### config.mk
export PLATFORM = sky130hd
export DESIGN_NAME = axis_length_fit
export DESIGN_NICKNAME = d
export VERILOG_FILES = /design/src/rtl/axis_length_fit.sv
export SDC_FILE = /design/constraint.sdc
export NUM_CORES = 1
export LEC_CHECK = 0
export CORE_ASPECT_RATIO = 1.4
export CORE_MARGIN = 4
export CORE_UTILIZATION = 49
export CTS_CLUSTER_DIAMETER = 100
export CTS_CLUSTER_SIZE = 25
export DETAILED_ROUTE_END_ITERATION = 10
export GPL_ROUTABILITY_DRIVEN = 0
export PLACE_DENSITY = 0.82
export SYNTH_ARGS = -nofsm -noshare
export SYNTH_HDL_FRONTEND = slang
export SYNTH_SLANG_ARGS = --single-unit
### constraint.sdc
create_clock -name clock -period 6.75 [get_ports clock]
set_clock_uncertainty 0.1 [all_clocks]
set_input_delay 1.35 -clock clock [delete_from_list [all_inputs] [get_ports clock]]
set_output_delay 1.35 -clock clock [all_outputs]
set_load 0.005 [all_outputs]
### src/rtl/axis_length_fit.sv
// AXI-Stream packet length normaliser: pads short packets with fill beats and
// optionally truncates long ones, behind a single registered output stage.
module axis_length_fit #(
    parameter int DSIZE    = 32,
    parameter int USIZE    = 1,
    parameter int LSIZE    = 16,
    parameter int TRUNCATE = 1
) (
    input  logic               clock,
    input  logic               rst,
    input  logic [DSIZE-1:0]   fill_data,
    input  logic [LSIZE-1:0]   length,
    input  logic               s_axis_tvalid,
    output logic               s_axis_tready,
    input  logic [DSIZE-1:0]   s_axis_tdata,
    input  logic [DSIZE/8-1:0] s_axis_tkeep,
    input  logic [USIZE-1:0]   s_axis_tuser,
    input  logic               s_axis_tlast,
    output logic               m_axis_tvalid,
    input  logic               m_axis_tready,
    output logic [DSIZE-1:0]   m_axis_tdata,
    output logic [DSIZE/8-1:0] m_axis_tkeep,
    output logic [USIZE-1:0]   m_axis_tuser,
    output logic               m_axis_tlast,
    output logic               pkt_padded,
    output logic               pkt_truncated
);
    localparam int KSIZE = DSIZE / 8;
    localparam logic [LSIZE-1:0] ONE_L = {{(LSIZE-1){1'b0}}, 1'b1};

    typedef enum logic [1:0] {
        ST_PASS = 2'b00,
        ST_PAD  = 2'b01,
        ST_DROP = 2'b10
    } state_t;

    state_t             state_r;
    state_t             state_next_s;
    logic [LSIZE-1:0]   cnt_r;
    logic [LSIZE-1:0]   len_l_r;
    logic [LSIZE-1:0]   len_eff_s;
    logic [LSIZE-1:0]   len_m1_s;
    logic [LSIZE-1:0]   pad_m1_s;
    logic               m_valid_r;
    logic [DSIZE-1:0]   m_data_r;
    logic [KSIZE-1:0]   m_keep_r;
    logic [USIZE-1:0]   m_user_r;
    logic               m_last_r;
    logic               pad_last_r;
    logic               padded_r;
    logic               truncated_r;
    logic               slot_free_s;
    logic               s_ready_s;
    logic               s_fire_s;
    logic               load_s;
    logic               load_fill_s;
    logic               load_last_s;
    logic               drop_end_s;

    // Next-state, input-ready and output-load decisions
    always_comb begin
        slot_free_s  = !m_valid_r || m_axis_tready;
        // On a packet's first beat the live length applies; afterwards the latched one
        len_eff_s    = (cnt_r == '0) ? length : len_l_r;
        len_m1_s     = len_eff_s - ONE_L;
        pad_m1_s     = len_l_r - ONE_L;
        state_next_s = state_r;
        s_ready_s    = 1'b0;
        load_s       = 1'b0;
        load_fill_s  = 1'b0;
        load_last_s  = 1'b0;
        drop_end_s   = 1'b0;
        case (state_r)
            ST_PASS: begin
                s_ready_s = slot_free_s;
                if (s_axis_tvalid && slot_free_s) begin
                    load_s = 1'b1;
                    if (len_eff_s == '0) begin
                        load_last_s = s_axis_tlast;
                    end else if (s_axis_tlast && (cnt_r < len_m1_s)) begin
                        load_last_s  = 1'b0;
                        state_next_s = ST_PAD;
                    end else if (cnt_r == len_m1_s) begin
                        if (s_axis_tlast) begin
                            load_last_s = 1'b1;
                        end else if (TRUNCATE != 0) begin
                            load_last_s  = 1'b1;
                            state_next_s = ST_DROP;
                        end else begin
                            load_last_s = 1'b0;
                        end
                    end else begin
                        load_last_s = s_axis_tlast;
                    end
                end else begin
                    load_s = 1'b0;
                end
            end
            ST_PAD: begin
                if (slot_free_s) begin
                    load_s      = 1'b1;
                    load_fill_s = 1'b1;
                    load_last_s = (cnt_r == pad_m1_s);
                    if (load_last_s) begin
                        state_next_s = ST_PASS;
                    end else begin
                        state_next_s = ST_PAD;
                    end
                end else begin
                    load_s = 1'b0;
                end
            end
            ST_DROP: begin
                // Excess beats are consumed regardless of downstream back-pressure
                s_ready_s = 1'b1;
                if (s_axis_tvalid && s_axis_tlast) begin
                    drop_end_s   = 1'b1;
                    state_next_s = ST_PASS;
                end else begin
                    drop_end_s = 1'b0;
                end
            end
            default: begin
                state_next_s = ST_PASS;
            end
        endcase
    end

    assign s_fire_s      = s_axis_tvalid && s_ready_s;
    assign s_axis_tready = s_ready_s && !rst;

    // FSM state register
    always_ff @(posedge clock or posedge rst) begin
        if (rst) begin
            state_r <= ST_PASS;
        end else begin
            state_r <= state_next_s;
        end
    end

    // Emitted-beat counter (saturating) and per-packet length latch
    always_ff @(posedge clock or posedge rst) begin
        if (rst) begin
            cnt_r   <= '0;
            len_l_r <= '0;
        end else begin
            if ((state_r == ST_PASS) && s_fire_s && (cnt_r == '0)) begin
                len_l_r <= length;
            end
            if (load_s) begin
                if (load_last_s) begin
                    cnt_r <= '0;
                end else if (cnt_r != '1) begin
                    cnt_r <= cnt_r + ONE_L;
                end
            end
        end
    end

    // Output register stage
    always_ff @(posedge clock or posedge rst) begin
        if (rst) begin
            m_valid_r  <= 1'b0;
            m_data_r   <= '0;
            m_keep_r   <= '0;
            m_user_r   <= '0;
            m_last_r   <= 1'b0;
            pad_last_r <= 1'b0;
        end else if (load_s) begin
            m_valid_r  <= 1'b1;
            m_data_r   <= load_fill_s ? fill_data : s_axis_tdata;
            m_keep_r   <= load_fill_s ? {KSIZE{1'b1}} : s_axis_tkeep;
            m_user_r   <= load_fill_s ? {USIZE{1'b0}} : s_axis_tuser;
            m_last_r   <= load_last_s;
            pad_last_r <= load_fill_s && load_last_s;
        end else if (m_axis_tready) begin
            m_valid_r <= 1'b0;
        end
    end

    // Per-packet status pulses
    always_ff @(posedge clock or posedge rst) begin
        if (rst) begin
            padded_r    <= 1'b0;
            truncated_r <= 1'b0;
        end else begin
            padded_r    <= m_valid_r && m_axis_tready && pad_last_r;
            truncated_r <= drop_end_s;
        end
    end

    assign m_axis_tvalid = m_valid_r;
    assign m_axis_tdata  = m_data_r;
    assign m_axis_tkeep  = m_keep_r;
    assign m_axis_tuser  = m_user_r;
    assign m_axis_tlast  = m_last_r;
    assign pkt_padded    = padded_r;
    assign pkt_truncated = truncated_r;

endmodule

Word-level counts from Yosys, hierarchy flattened
Cells that the tools add are included.

word-level totals
  logic and storage cells = 76
  bits in registers = 76

cells by class
  multiplexer cells = 30
  order comparisons = 1
  reductions and logical operators = 20
  equal/unequal tests = 11
  $add $sub $neg = 3

operator list
  cell                     count
  $mux W16                 3
  $eq A16 B16 Y1           2
  $logic_not A16 Y1        2
  $mux W32                 1
  $sub A16 B1 Y16 const B  2
  $add A16 B1 Y16 const B  1
  $lt A16 B16 Y1           1
  $ne A16 B16 Y1 const B   1
  $mux W1                  14
  $mux W2                  7
  $logic_and A1 B1 Y1      10
  $ne A2 B2 Y1 const B     4
  $ne A3 B3 Y1 const B     2
  $pmux W1 S2              3
  $pmux W2 S3              1
  $reduce_and A6 Y1        1
  $mux W4                  1
  $reduce_bool A2 Y1       2
  $eq A2 B1 Y1 const B     1
  $eq A2 B2 Y1 const B     1
  $logic_not A1 Y1         2
  $logic_not A2 Y1         1
  $reduce_and A2 Y1        1
  $logic_or A1 B1 Y1       1

Longest topological paths before layout
  depth in word-level cells = 11
  depth in mapped cells = 24

Worst setup path after synthesis
No wires, ideal clock.

  kind = reg2reg
  from = reg cnt_r[0]
  to = reg cnt_r[8]
  path slack = 1.254 ns
  library setup time = 0.137 ns
  stages on the path, launching flop included = 23
  required time = 6.513 ns
  data arrival time = 5.260 ns
  cells stage by stage = dfrtp_1 -> inv_1 -> ha_1 -> nor4b_1 -> nand4_1 -> clkbuf_1 -> clkbuf_1 -> clkbuf_1 -> mux2i_1 -> ha_1 -> nor2b_1 -> nand2_1 -> o31ai_1 -> nand2_1 -> xnor2_1 -> mux2i_1 -> ha_1 -> nand4_1 -> nor4_1 -> or4b_1 -> a21oi_2 -> buf_4 -> nor3_1

on the way
  longest elaborated chain between the ends = 11
  elaborated cells on any way between the ends = 20

ends and longest elaborated chain
  what                                              line    source
  from (decl)                                       39      logic [LSIZE-1:0] cnt_r;
  from (signal assigned)                            154     cnt_r <= cnt_r + ONE_L;
  $logic_not A16 Y1                                 64      len_eff_s = (cnt_r == '0) ? length : len_l_r;
  $mux W16                                          64
  $sub A16 B1 Y16                                   65      len_m1_s = len_eff_s - ONE_L;
  $lt A16 B16 Y1 or $eq A16 B16 Y1 (tied branches)  80, 83
  $logic_and A1 B1 Y1 or $mux W1 (tied branches)    80, 83
  $mux W1                                           80      end else if (s_axis_tlast && (cnt_r < len_m1_s)) begin
  $mux W1                                           78      if (len_eff_s == '0) begin
  $mux W1                                           76      if (s_axis_tvalid && slot_free_s) begin
  $pmux W1 S2                                       73      case (state_r)
  $reduce_bool A2 Y1 (no line)                      --
  $reduce_and A2 Y1 (no line)                       --

Several ways; a longest one is shown, not always the timed one. The select of a mux whose other input is x is not followed.
A chain may end at the register's enable or synchronous reset.

Worst setup path after layout
  from = in length[0]
  to = reg cnt_r[9]

on the way
  longest elaborated chain between the ends = 10
  elaborated cells on any way between the ends = 14

ends and longest elaborated chain
  what                                              line    source
  from (decl)                                       12      input logic [LSIZE-1:0] length,
  $mux W16 *                                        64
  $sub A16 B1 Y16                                   65
  $lt A16 B16 Y1 or $eq A16 B16 Y1 (tied branches)  80, 83
  $logic_and A1 B1 Y1 or $mux W1 (tied branches)    80, 83
  $mux W1                                           80
  $mux W1 *                                         78
  $mux W1 *                                         76
  $pmux W1 S2 *                                     73
  $reduce_bool A2 Y1 (no line)                      --
  $reduce_and A2 Y1 (no line)                       --

Mark *: on every way between the ends. The rest lies on a longest branch, timed or not.

==> results by group <==
Synthesis
  – Post-synth EDFFs: 0
  – Synth top area share: 38.65%
  – Yosys top cell by area: dfrtp_1
  – Syn Area/Cell: 8.558 um^2
  – Mapped Nets: between 600 and 700
  – Synth Instances: 575
  – Synthesized area: 4921 um^2
  – Cell variety after synth: 48
  – Share of flip-flops with an asynchronous set or reset: 100.0%
  – Area contributors post-synth: dfrtp_1, nand2_1, xnor2_1
  – Most common cell in the synthesized netlist: nand2_1
  – Post-synth top cells: nand2_1, dfrtp_1, nor2_1
  – Dominant synthesized flop cell: dfrtp_1
  – Register area share after synthesis: 38.65%
  – Number of synthesized register bits: between 70 and 80
  – Synth warn: 0

Drt
  – Drc violations: 0
  – Drt wl/cell: 17.37 um
  – Vias: 4813
  – Post-DRT Antenna Nets: 0
  – Vias per Instance: 5.806
  – DRT iter0 DRCs: 285
  – Drt total wl: 14400 um
  – Drt first pass iters: 7

Power
  – Logic pwr share: 32.9%
  – Seq pwr share: 37.6%
  – Switch share: 32.48%
  – Leak Pwr: about 2.9 nW
  – Clock share of power: 29.5%
  – Worst VDD drop: 0.1603 mV
  – P_sw: 573.8 uW
  – P_int: 1.193 mW
  – P per Cell Area: 266.7 nW/um^2

Clocking
  – H-tree depth: 3
  – TritonCTS clock tree: built
  – PostCTS Resize Cnt: 0
  – CTS sink count: 76
  – Reg clk slew, reported paths: 0.06 ns
  – Root buffer cell: clkbuf_16
  – Clk buf depth: 2
  – Clock latency on the worst-skew pair: 0.34 ns
  – Cts bufs inserted: 9
  – Hold Buf Count CTS: 0
  – # Post-CTS Setup Buffers: 0

Floorplanning
  – Io pins: 132
  – Die Span Y: 126.6 um
  – Die width: 92.70 um
  – Initial core utilization: 49.98%
  – Site Rows: 43
  – DIE AREA: 11730 um^2
  – Core region area: 9846 um^2

Global route
  – Gr usage total: 25.60%
  – Initial antenna violation count: 0
  – Vias in the first global route: 5020
  – Global route overflow: 0
  – First-pass GRT wire length: 23940 um
  – Pin count of the biggest net entering global routing: 77

Setup path
  – Crit Path Class: primary input to flip-flop
  – Worst-case reg-to-reg path depth: 18
  – Worst setup EP type: flip-flop
  – Critical-path maximum fanout: 17
  – Worst EP arrival: 5.54 ns
  – Critical path required time: around 6.8 ns
  – Startpoint types: primary input

Placed design
  – PortBufs: 131
  – Post-placement cell count: 813
  – Final HPWL DP: approximately 10000 um

Worst hold path
  – Hold path depth: 1
  – Worst hold path class: flip-flop to flip-flop

Timing
  – Tmin final: between 5 and 6 ns
  – F_max: 183.2 MHz
  – Slew HR: between 30% and 40%
  – Post-route setup TNS: 0 ns
  – Final hold viol count: 0
  – Worst Tran Pin Value: 1.020 ns
  – # setup viols final: 0
  – Final worst path period share: 80.88%
  – RSZ-0062 raised after global routing: false
  – Max Slew Vio Count: 0

Layout
  – P&R area growth vs syn: 34.60%
  – Ant. Diodes: 0
  – Final Non-Filler Cells: 829
  – Fraction of layout cells with a size suffix above 1: 6.340%
  – Nets: 799

Run
  – Maxcap violations: 0

Run status
  – Outcome: finished clean
==> registers in the layout, summed over array words and instances, names as in the netlist <==
register       flops
cnt_r             16
m_axis_tdata      32
pkt_truncated      1
m_axis_tlast       1
pad_last_r         1
state_r            2
m_axis_tvalid      1
m_axis_tuser       1
m_axis_tkeep       4
pkt_padded         1
len_l_r           16
==> cell usage in the layout, fill, tap and decap left out, types with 3 or more instances in the layout <==
master / instances
a21oi_1: 17
a31oi_1: 34
and3_1: 4
and4_1: 3
buf_4: 6
clkbuf_16: 9
clkdlybuf4s50_1: 131
dfrtp_1: 76
ha_1: 20
inv_1: 10
mux2_2: 15
mux2i_1: 16
nand2_1: 106
nand3_1: 13
nand3b_1: 4
nand4_1: 16
nand4b_1: 3
nor2_1: 58
nor2b_1: 5
nor3_1: 31
nor4_1: 6
o21ai_0: 11
o31ai_1: 3
or4_1: 3
xnor2_1: 29
xor2_1: 26
==> area by class of cell <==
class                      instances  area [um^2]
clock buffer                      12        246.5
clock inverter                     4        72.57
fill                             803         3222
inverter                          11        41.29
multi-input combinational        454         2836
sequential                        76         1902
tap                              135        168.9
timing repair buffer             137         1356
==> power groups by stage <==
stage / combinational [mW] / sequential [mW] / clock, mW
6_report: 0.582 / 0.663 / 0.521
5_1_grt: 0.647 / 0.676 / 0.549
4_1_cts: 0.585 / 0.660 / 0.531
3_5_place_dp: 0.578 / 0.664 / 0
3_3_place_gp: 0.558 / 0.659 / 0
2_1_floorplan: 0.328 / 0.621 / 0
==> layer usage <==
layer | GRT usage [%] | routed length (um) | vias to the layer above
li1 | - | - | 2246
met1 | 28.00 | 5365 | 2318
met2 | 43.59 | 7090 | 214
met3 | 9.015 | 1356 | 35
met4 | 13.03 | 589 | 0
met5 | 0 | 0 | -
==> worst max-delay path: stages <==
cell	delay, ns
clkdlybuf4s50_1	0.47
mux2i_1	0.21
ha_1	0.32
nor2b_1	0.20
nand2_1	0.13
o31ai_1	0.49
nand2_1	0.13
xnor2_1	0.17
mux2i_1	0.10
ha_1	0.30
nand4_1	0.12
nor4_1	0.26
or4b_1	0.52
a21oi_2	0.63
nor3_1	0.13
==> stage by stage <==
step	power, mW	worst slack [ns]	cell area, um^2	hold slack, ns	util [%]
3_5_place_dp	1.242	1.057	6305	0.3709	64.04
5_1_grt	1.872	0.9446	6624	0.4206	67.28
4_1_cts	1.776	1.356	6624	0.3842	67.28
6_report	1.767	1.290	6624	0.3804	67.28
3_3_place_gp	1.216	1.149	6305	0.3623	64.04
2_1_floorplan	0.9496	1.254	4921	0.3409	-
==> final timing paths <==
kind | from | to | slack (ns)
max in group asynchronous | rst | m_axis_tdata[16] | 4.30
min reg2reg | pad_last_r | pad_last_r | 0.38
max reg2reg | cnt_r[0] | cnt_r[9] | 1.42
min in group asynchronous | rst | cnt_r[15] | 1.57
max | length[0] | cnt_r[9] | 1.29
min | pad_last_r | pad_last_r | 0.38
==> logic make-up (layout without fill, tap and decap cells) <==
family / after synthesis / in the layout / synth area share [%]
adders and majority gates: 20 / 20 / 5.085
xor gates and xnor gates: 55 / 55 / 9.789
DFF: 76 / 76 / 38.65
muxes: 31 / 31 / 6.687
and+or+nand+nor: 266 / 266 / 25.55
buffers and inverters: 45 / 164 / 3.865
AOI/OAI and AO/OA: 82 / 82 / 10.37
(Power assumes the default switching activity.)
